<file path="config.mk">
export PLATFORM = sky130hd
export DESIGN_NAME = uart_rx_ctrl
export DESIGN_NICKNAME = d
export VERILOG_FILES = /design/src/rtl/uart_rx_pkg.sv /design/src/rtl/uart_rx_sync.sv /design/src/rtl/uart_rx_ctrl.sv
export SDC_FILE = /design/constraint.sdc
export NUM_CORES = 1
export LEC_CHECK = 0
export ABC_CLOCK_PERIOD_IN_PS = 2800
export BUFFER_PORTS_ARGS = -buffer_cell sky130_fd_sc_hd__buf_2
export CAP_MARGIN = 25
export CORE_ASPECT_RATIO = 1.4
export CORE_MARGIN = 1.5
export CORE_UTILIZATION = 28
export DETAILED_ROUTE_END_ITERATION = 8
export PLACE_DENSITY_LB_ADDON = 0.1
export SYNTH_ARGS = -nofsm -noshare
export SYNTH_HDL_FRONTEND = slang
export SYNTH_SLANG_ARGS = --single-unit
</file>
<file path="constraint.sdc">
create_clock -name Bclkx16_ -period 2.8 [get_ports Bclkx16_]
set_input_delay 0.42 -clock Bclkx16_ [delete_from_list [all_inputs] [get_ports Bclkx16_]]
set_output_delay 0.42 -clock Bclkx16_ [all_outputs]
set_load 0.05 [all_outputs]
</file>
<file path="src/rtl/uart_rx_pkg.sv">
// rtl/uart_rx_pkg.sv - shared state encoding and oversampling constants for the UART receiver
package uart_rx_pkg;

  typedef enum logic [2:0] {
    IDLE   = 3'd0,
    START  = 3'd1,
    DATA   = 3'd2,
    PARITY = 3'd3,
    STOP   = 3'd4
  } rx_state_t;

  localparam int OVERSAMPLE = 16;
  localparam int CNT_W      = $clog2(OVERSAMPLE);
  localparam int SAMPLE_LO  = 7;
  localparam int SAMPLE_HI  = 9;

endpackage

</file>
<file path="src/rtl/uart_rx_sync.sv">
// rtl/uart_rx_sync.sv - two-flop synchroniser for the serial line, resets to the idle-high level
module uart_rx_sync (
  input  logic clk,
  input  logic reset,
  input  logic clr,
  input  logic d,
  output logic q
);

  logic meta;

  always_ff @(posedge clk or negedge reset) begin
    if (!reset) begin
      meta <= 1'b1;
      q    <= 1'b1;
    end else if (!clr) begin
      meta <= 1'b1;
      q    <= 1'b1;
    end else begin
      meta <= d;
      q    <= meta;
    end
  end

endmodule

</file>
<file path="src/rtl/uart_rx_ctrl.sv">
// rtl/uart_rx_ctrl.sv - 16x oversampled UART receive controller with majority-vote bit sampling
module uart_rx_ctrl
  import uart_rx_pkg::*;
#(
  parameter int DATA_BITS  = 8,
  parameter int PARITY_EN  = 0,
  parameter int PARITY_ODD = 0
) (
  input  logic                 Bclkx16_,
  input  logic                 reset,
  input  logic                 rst,
  input  logic                 RxD,
  output logic [0:DATA_BITS-1] data,
  output logic                 Rx_done,
  output logic                 frame_err,
  output logic                 parity_err,
  output logic                 busy
);

  localparam int               IDX_W    = (DATA_BITS > 1) ? $clog2(DATA_BITS) : 1;
  localparam logic [CNT_W-1:0] CNT_LO   = CNT_W'(SAMPLE_LO);
  localparam logic [CNT_W-1:0] CNT_MID  = CNT_W'(SAMPLE_LO + 1);
  localparam logic [CNT_W-1:0] CNT_HI   = CNT_W'(SAMPLE_HI);
  localparam logic [CNT_W-1:0] CNT_WRAP = CNT_W'(OVERSAMPLE - 1);
  localparam logic [IDX_W-1:0] IDX_LAST = IDX_W'(DATA_BITS - 1);
  localparam logic             ODD      = (PARITY_ODD != 0);

  rx_state_t            state, state_d;
  logic [CNT_W-1:0]     cnt;
  logic [IDX_W-1:0]     idx;
  logic [0:DATA_BITS-1] shreg;
  logic                 rxs, s_lo, s_mid, par_bit, armed;
  logic                 vote, at_hi, wrap, par_mismatch;
  logic                 done, shift_en, par_en, idx_clr, idx_inc;

  uart_rx_sync u_sync (
    .clk   (Bclkx16_),
    .reset (reset),
    .clr   (rst),
    .d     (RxD),
    .q     (rxs)
  );

  // Two earlier samples are registered; the third is the live value at the decision count.
  assign vote  = (s_lo & s_mid) | (s_lo & rxs) | (s_mid & rxs);
  assign at_hi = (cnt == CNT_HI);
  assign wrap  = (cnt == CNT_WRAP);
  assign busy  = (state != IDLE);

  assign par_mismatch = (PARITY_EN != 0) ? ((^shreg) ^ par_bit ^ ODD) : 1'b0;

  always_ff @(posedge Bclkx16_ or negedge reset) begin
    if (!reset)    state <= IDLE;
    else if (!rst) state <= IDLE;
    else           state <= state_d;
  end

  always_comb begin
    state_d  = state;
    done     = 1'b0;
    shift_en = 1'b0;
    par_en   = 1'b0;
    idx_clr  = 1'b0;
    idx_inc  = 1'b0;
    case (state)
      IDLE: begin
        if (armed && !rxs) state_d = START;
      end
      START: begin
        if (at_hi && vote) begin
          state_d = IDLE;
        end else if (wrap) begin
          state_d = DATA;
          idx_clr = 1'b1;
        end
      end
      DATA: begin
        shift_en = at_hi;
        if (wrap) begin
          if (idx == IDX_LAST) state_d = (PARITY_EN != 0) ? PARITY : STOP;
          else                 idx_inc = 1'b1;
        end
      end
      PARITY: begin
        par_en = at_hi;
        if (wrap) state_d = STOP;
      end
      STOP: begin
        // Returning half a bit early leaves room to catch a back-to-back start edge.
        if (at_hi) begin
          state_d = IDLE;
          done    = 1'b1;
        end
      end
      default: state_d = IDLE;
    endcase
  end

  always_ff @(posedge Bclkx16_ or negedge reset) begin
    if (!reset) begin
      cnt        <= '0;
      idx        <= '0;
      shreg      <= '0;
      s_lo       <= 1'b1;
      s_mid      <= 1'b1;
      par_bit    <= 1'b0;
      armed      <= 1'b1;
      data       <= '0;
      Rx_done    <= 1'b0;
      frame_err  <= 1'b0;
      parity_err <= 1'b0;
    end else if (!rst) begin
      cnt        <= '0;
      idx        <= '0;
      shreg      <= '0;
      s_lo       <= 1'b1;
      s_mid      <= 1'b1;
      par_bit    <= 1'b0;
      armed      <= 1'b1;
      data       <= '0;
      Rx_done    <= 1'b0;
      frame_err  <= 1'b0;
      parity_err <= 1'b0;
    end else begin
      cnt <= (state == IDLE || state_d == IDLE) ? '0 : cnt + 1'b1;
      if (cnt == CNT_LO)  s_lo  <= rxs;
      if (cnt == CNT_MID) s_mid <= rxs;
      if (idx_clr)      idx <= '0;
      else if (idx_inc) idx <= idx + 1'b1;
      if (shift_en) shreg[idx] <= vote;
      if (par_en)   par_bit    <= vote;
      Rx_done <= done;
      if (done) begin
        data       <= shreg;
        frame_err  <= ~vote;
        parity_err <= par_mismatch;
      end
      // A break holds off new starts until the line has been seen idle again.
      if (done && !vote)            armed <= 1'b0;
      else if (state == IDLE && rxs) armed <= 1'b1;
    end
  end

endmodule

</file>
==> impl_metrics.ini, run 1 <==
[logic_synthesis]
ys_ff_latch = 33
synthDistinctLibCells = 38
synth_area_per_cell_um2 = 10.8
async_reset_ff_share_pct = 100
net_count_after_synthesis = 160
synth_sequential_area_ratio_pct = 50.9
yosys_warnings = 0
syn-cell-area_um2 = 1640
postSynthCellCount = 151
synth_enable_flop_cells = 0
synth_ff_type = dfrtp_1

[setup_path]
critPathKind = flip-flop to output pin
cp_data_arrival_time_ns = 1.54
critical-path-max-stage-delay_ns = 0.51
critPathRequiredTime_ns = 2.38
start_point_of_the_critical_path = state[2]$_DFF_PN0_
crit_path_end_kind = output pin
worstRegToRegCells = 5
crit_path_top_delay_cell = dfrtp_1
worstPathMaxFanout = 11
crit_buf_inv = 2
r2r_slack_ns = 0.93
critical-path-top-delay-family = flip-flops
crit-reg2reg-launch = cnt[0]$_DFF_PN0_
crit_chain = nor3_1 > inv_1 > buf_2
worst_setup_path_start_kind = flip-flop
rr_endpoint = cnt[3]$_DFF_PN0_

[power_and_ir_drop]
vdd.ir_drop.worst_v = 0.000192
total_power_uw = 864
p_per_area_nw_per_um2 = 472
leakagePower_uw = 0.000888

[placed_design]
place_worst_setup_slack_ns = 0.953
last_weighted_congestion_value_of_the_routability_driven_placer = 0.772
buffers_added_on_ports = 14
dp.final_hpwl_um = 2460

[sta]
setup-violations-final = 0
worst_hold_slack_ns = 0.203
setup_ws_ns = 0.840
report.final.slew_viol_count = 0
grt_setup_unrepaired = no
maxSlewHeadroom_pct = 49.8
clock_skew_ns = 0.00815
fin_crit_period_ns = 1.96
achievable-frequency_ghz = 0.510
final_hold_vios = 0
finalSetupTns_ns = 0
fin_crit_sh_pct = 70.0
worst_slew_pin_slew_ns = 0.753

[global_routing]
grt_busiest_layer = met2
grt_use_met1_pct = 13.8
use_met2_pct = 23.4
antenna_violations_before_repair = 0
grt_pass1_wl_um = 6040
global_route.overflow_total = 0
pin_count_of_the_biggest_net_entering_global_routing = 34
grt_use_met3_pct = 3.49
grt.total_usage_pct = 13.0
grt_pass1_vias = 1210

[floorplan]
num_ports = 16
die-area_um2 = 6310
rows = 32
floorplan.initialDensity_pct = 29.4
core_area_um2 = 5570
die_height_um = 93.4
fp.dieW_um = 67.6

[layout]
finish.utilization_pct = 32.9
antenna-diode-count = 0
layout.cells.most_common_list = dfrtp_1, nor2_1, buf_2, mux2i_1
areaGrowthSynthToFinish_pct = 11.9
num-nets-final = 172
layout-drive-gt1-share_pct = 23.8
num-fill-cells = 571
final_common_cell = dfrtp_1

[detailed_routing]
first_iter_violations = 37
vias_per_cell = 4.84
drt_wl_total_um = 3520
drcViolationCount = 0
drtAntennaViolNets = 0
num_vias = 1124
detail_route.wl_per_cell_um = 15.2
drt-pass1-iter-count = 4

[worst_hold_path]
hold_class = primary input to asynchronous set/reset pin

[clocking]
tritoncts = yes
tritoncts.num_buffers = 5
path_clk_slew_ns = 0.07
clkLatencyLatePin_ns = 0.29
cts_repair_resize_count = 0
clock-root-buffer = clkbuf_8
cts_hold_repair.buffers = 0
ctsHtreeMaxLevel = 2
cts.repair_timing.setup_buffer_count = 0
clock-sinks = 33
clock_tree.buffer_depth = 2

[status]
outcome = finished clean

[flow_run]
timing.max_cap.violations = 0
## flip-flops by register name, summed over array words and instances, names as in the netlist
register	flops
shreg	8
u_sync.q	1
s_lo	1
armed	1
Rx_done	1
state	3
cnt	4
frame_err	1
s_mid	1
u_sync.meta	1
idx	3
data	8
## through the flow
stage,area [µm²],std cells
after floorplan,1640,151
after detailed placement,1750,224
final,1830,232
after CTS,1830,232
after global placement,1750,224
after global routing,1830,232
## Yosys cell counts (all sizes together), types with 3 or more instances
master / n / area (µm²)
clkbuf: 5 / 18.8
nand2: 5 / 18.8
o21ai: 4 / 20.0
dfrtp: 28 / 701
ha: 5 / 62.6
inv: 8 / 30.0
a21oi: 3 / 15.0
or3: 3 / 28.8
buf: 4 / 25.0
nor3: 4 / 20.0
nor2: 27 / 101
nand2b: 5 / 31.3
mux2i: 11 / 110
dfstp: 5 / 131
o221a: 8 / 90.1
## layout make-up
class | count | area [µm²] | share of cell area, %
clock buffer | 6 | 72.6 | 3.97
clock inverter | 2 | 10.0 | 0.547
inverter | 8 | 30.0 | 1.64
multi-input combinational | 101 | 729 | 39.9
sequential | 33 | 832 | 45.5
tap | 68 | 85.1 | 4.65
timing repair buffer | 14 | 70.1 | 3.83
## power breakdown
part           switching, µW  internal (µW)  total [µW]
combinational           27.1           6.26        33.4
clock                    176            172         348
sequential              2.38            480         482
total                    205            658         864
## worst reg2reg max path: stages, from the launching register on
cell and delay [ns]:
dfrtp_1 0.42, ha_1 0.28, and4_1 0.22, o311a_1 0.31, o311ai_2 0.43, nor2_1 0.09
## cell families after synthesis
logic type / synth area share [%]
AO/OA/AOI/OAI: 13.1
XOR/XNOR: 1.61
adder cells (fa/ha/maj): 4.44
buffers and inverters: 4.51
flip-flops: 50.9
multiplexers: 6.73
other: 0.229
AND/OR/NAND/NOR: 18.5
## worst max-delay path by stage
stage	endpoint	slack, ns	depth (start not counted)
detailed placement	cnt[3]$_DFF_PN0_	0.95	5
CTS	busy	0.82	3
floorplan	cnt[3]$_DFF_PN0_	1.10	5
finish	busy	0.84	3
global route	busy	0.76	3
global placement	data[7]$_DFFE_PN0P_	0.99	4
## metal layers
metal / vias up / wire [µm]
li1: 549 / -
met1: 551 / 1430
met2: 17 / 1910
met3: 7 / 92
met4: 0 / 81
met5: - / 0
Power figures use the tool's default switching activity.
==> run 2: changes to the inputs <==
--- a/config.mk
+++ b/config.mk
@@ -5,7 +5,7 @@
 export SDC_FILE = /design/constraint.sdc
 export NUM_CORES = 1
 export LEC_CHECK = 0
-export ABC_CLOCK_PERIOD_IN_PS = 2800
+export ABC_CLOCK_PERIOD_IN_PS = 1900
 export BUFFER_PORTS_ARGS = -buffer_cell sky130_fd_sc_hd__buf_2
 export CAP_MARGIN = 25
 export CORE_ASPECT_RATIO = 1.4
==> constraint.sdc (replaced) <==
create_clock -name Bclkx16_ -period 1.9 [get_ports Bclkx16_]
set_input_delay 0.285 -clock Bclkx16_ [delete_from_list [all_inputs] [get_ports Bclkx16_]]
set_output_delay 0.285 -clock Bclkx16_ [all_outputs]
set_load 0.05 [all_outputs]
==> impl_metrics.ini, run 2 (same netlist as run 1, synthesis figures left out) <==
[status]
outcome = finished clean

[sta]
fin_crit_sh_pct = 92.8
final_hold_vios = 0
report.final.slew_viol_count = 0
worst_slew_pin_slew_ns = 0.755
achievable-frequency_ghz = 0.567
maxSlewHeadroom_pct = 49.7
clock_skew_ns = 0.00741
grt_setup_unrepaired = no
worst_hold_slack_ns = 0.0652
finalSetupTns_ns = 0
fin_crit_period_ns = 1.76
setup-violations-final = 0

[layout]
final_common_cell = dfrtp_1
multi_input_comb_area_um2 = 753
num-nets-final = 176
antenna-diode-count = 0
finish.utilization_pct = 33.9
fin_cells = 236
layout.cells.most_common_list = dfrtp_1, nor2_1, buf_2, mux2i_1
areaGrowthSynthToFinish_pct = 15.4
layout-drive-gt1-share_pct = 28.6
reg_top3 = data (8), shreg (8), cnt (4)
seqCellArea_um2 = 832
num-fill-cells = 567

[setup_path]
crit_path_end_kind = output pin
critical-path-max-stage-delay_ns = 0.42
worst_setup_path_start_kind = flip-flop
crit_chain = buf_4 > nor3_2 > inv_1 > buf_2
critPathRequiredTime_ns = 1.62
worstPathMaxFanout = 7
cp_data_arrival_time_ns = 1.48
critPathKind = flip-flop to output pin
critical-path-top-delay-family = buffers and inverters
crit_buf_inv = 3
crit_path_top_delay_cell = dfrtp_1

[power_and_ir_drop]
leakagePower_uw = 0.000905
p_per_area_nw_per_um2 = 680
total_power_uw = 1280
vdd.ir_drop.worst_v = 0.000268

[global_routing]
grt_pass1_vias = 1181
grt.total_usage_pct = 12.7
grt_use_met1_pct = 13.9
global_route.overflow_total = 0
grt_busiest_layer = met2
grt_pass1_wl_um = 5860
pin_count_of_the_biggest_net_entering_global_routing = 34
antenna_violations_before_repair = 0
grt_use_met3_pct = 3.61
use_met2_pct = 22.2

[clocking]
clkLatencyLatePin_ns = 0.28
path_clk_slew_ns = 0.07
clock-sinks = 33
tritoncts.num_buffers = 5
tritoncts = yes
clock_tree.buffer_depth = 2
ctsHtreeMaxLevel = 2
clock-root-buffer = clkbuf_8

[worst_hold_path]
hold_class = primary input to asynchronous set/reset pin

[placed_design]
buffers_added_on_ports = 14
dp.final_hpwl_um = 2540
dp_cells = 228
last_weighted_congestion_value_of_the_routability_driven_placer = 0.783

[floorplan]
rows = 32
floorplan.initialDensity_pct = 29.4
num_ports = 16
fp.dieW_um = 67.6
core_area_um2 = 5570
die-area_um2 = 6310
die_height_um = 93.4

[detailed_routing]
num_vias = 1154
vias_per_cell = 4.89
drt-pass1-iter-count = 4
detail_route.wl_per_cell_um = 15.1
drcViolationCount = 0
first_iter_violations = 26
drtAntennaViolNets = 0
drt_wl_total_um = 3550

[flow_run]
timing.max_cap.violations = 0
run 2: cell count changes in the layout (fill, tap and decap cells not counted), sizes merged:
cell      change
clkbuf        -1
buf           +4
clkinvlp      +1
run 2: layer usage:
| metal | wire length (µm) | part of all wire (%) | up-vias |
|---|---|---|---|
| li1 | - | - | 559 |
| met1 | 1460 | 41 | 574 |
| met2 | 1940 | 54 | 15 |
| met3 | 85 | 2.4 | 6 |
| met4 | 69 | 1.9 | 0 |
| met5 | 0 | 0 | - |
run 2: timing repair:
| item | in CTS | in global routing |
|---|---|---|
| resized for setup | 0 | 5 |
| setup buffers | 0 | 0 |
| hold buffers | 0 | 0 |
| setup endpoints to repair | 0 | 9 |
run 2: path summary, 6_finish.rpt:
path,from,end,slack (ns),cells past startpoint
setup / recovery,state[2]$_DFF_PN0_,busy,0.14,4
hold / removal,reset,idx[0]$_DFFE_PN0P_,0.07,1
setup reg to reg,cnt[0]$_DFF_PN0_,cnt[3]$_DFF_PN0_,0.15,5
hold reg to reg,u_sync.meta$_DFF_PN1_,u_sync.q$_DFF_PN1_,0.49,1
max in group asynchronous,reset,data[7]$_DFFE_PN0P_,1.35,1
min in group Bclkx16_,RxD,u_sync.meta$_DFF_PN1_,0.20,2
run 2: layout make-up:
| class | instances | share of cell area (%) |
|---|---|---|
| Clock buffer | 5 | 3.65 |
| Sequential cell | 33 | 44.1 |
| Timing Repair Buffer | 18 | 5.31 |
| Inverter | 8 | 1.59 |
| Tap cell | 68 | 4.51 |
| Clock inverter | 3 | 0.928 |
| Multi-Input combinational cell | 101 | 39.9 |
run 2: power by group:
group,internal [µW],switching (µW)
combinational,12.5,43.3
clock,253,265
sequential,707,1.92
total,972,310
run 2: through the flow:
step | cell area (µm²) | setup WS (ns)
4_1_cts | 1860 | 0.0316
5_1_grt | 1890 | 0.0578
6_report | 1890 | 0.136
3_3_place_gp | 1780 | 0.0711
3_5_place_dp | 1780 | 0.0571
2_1_floorplan | 1640 | 0.202
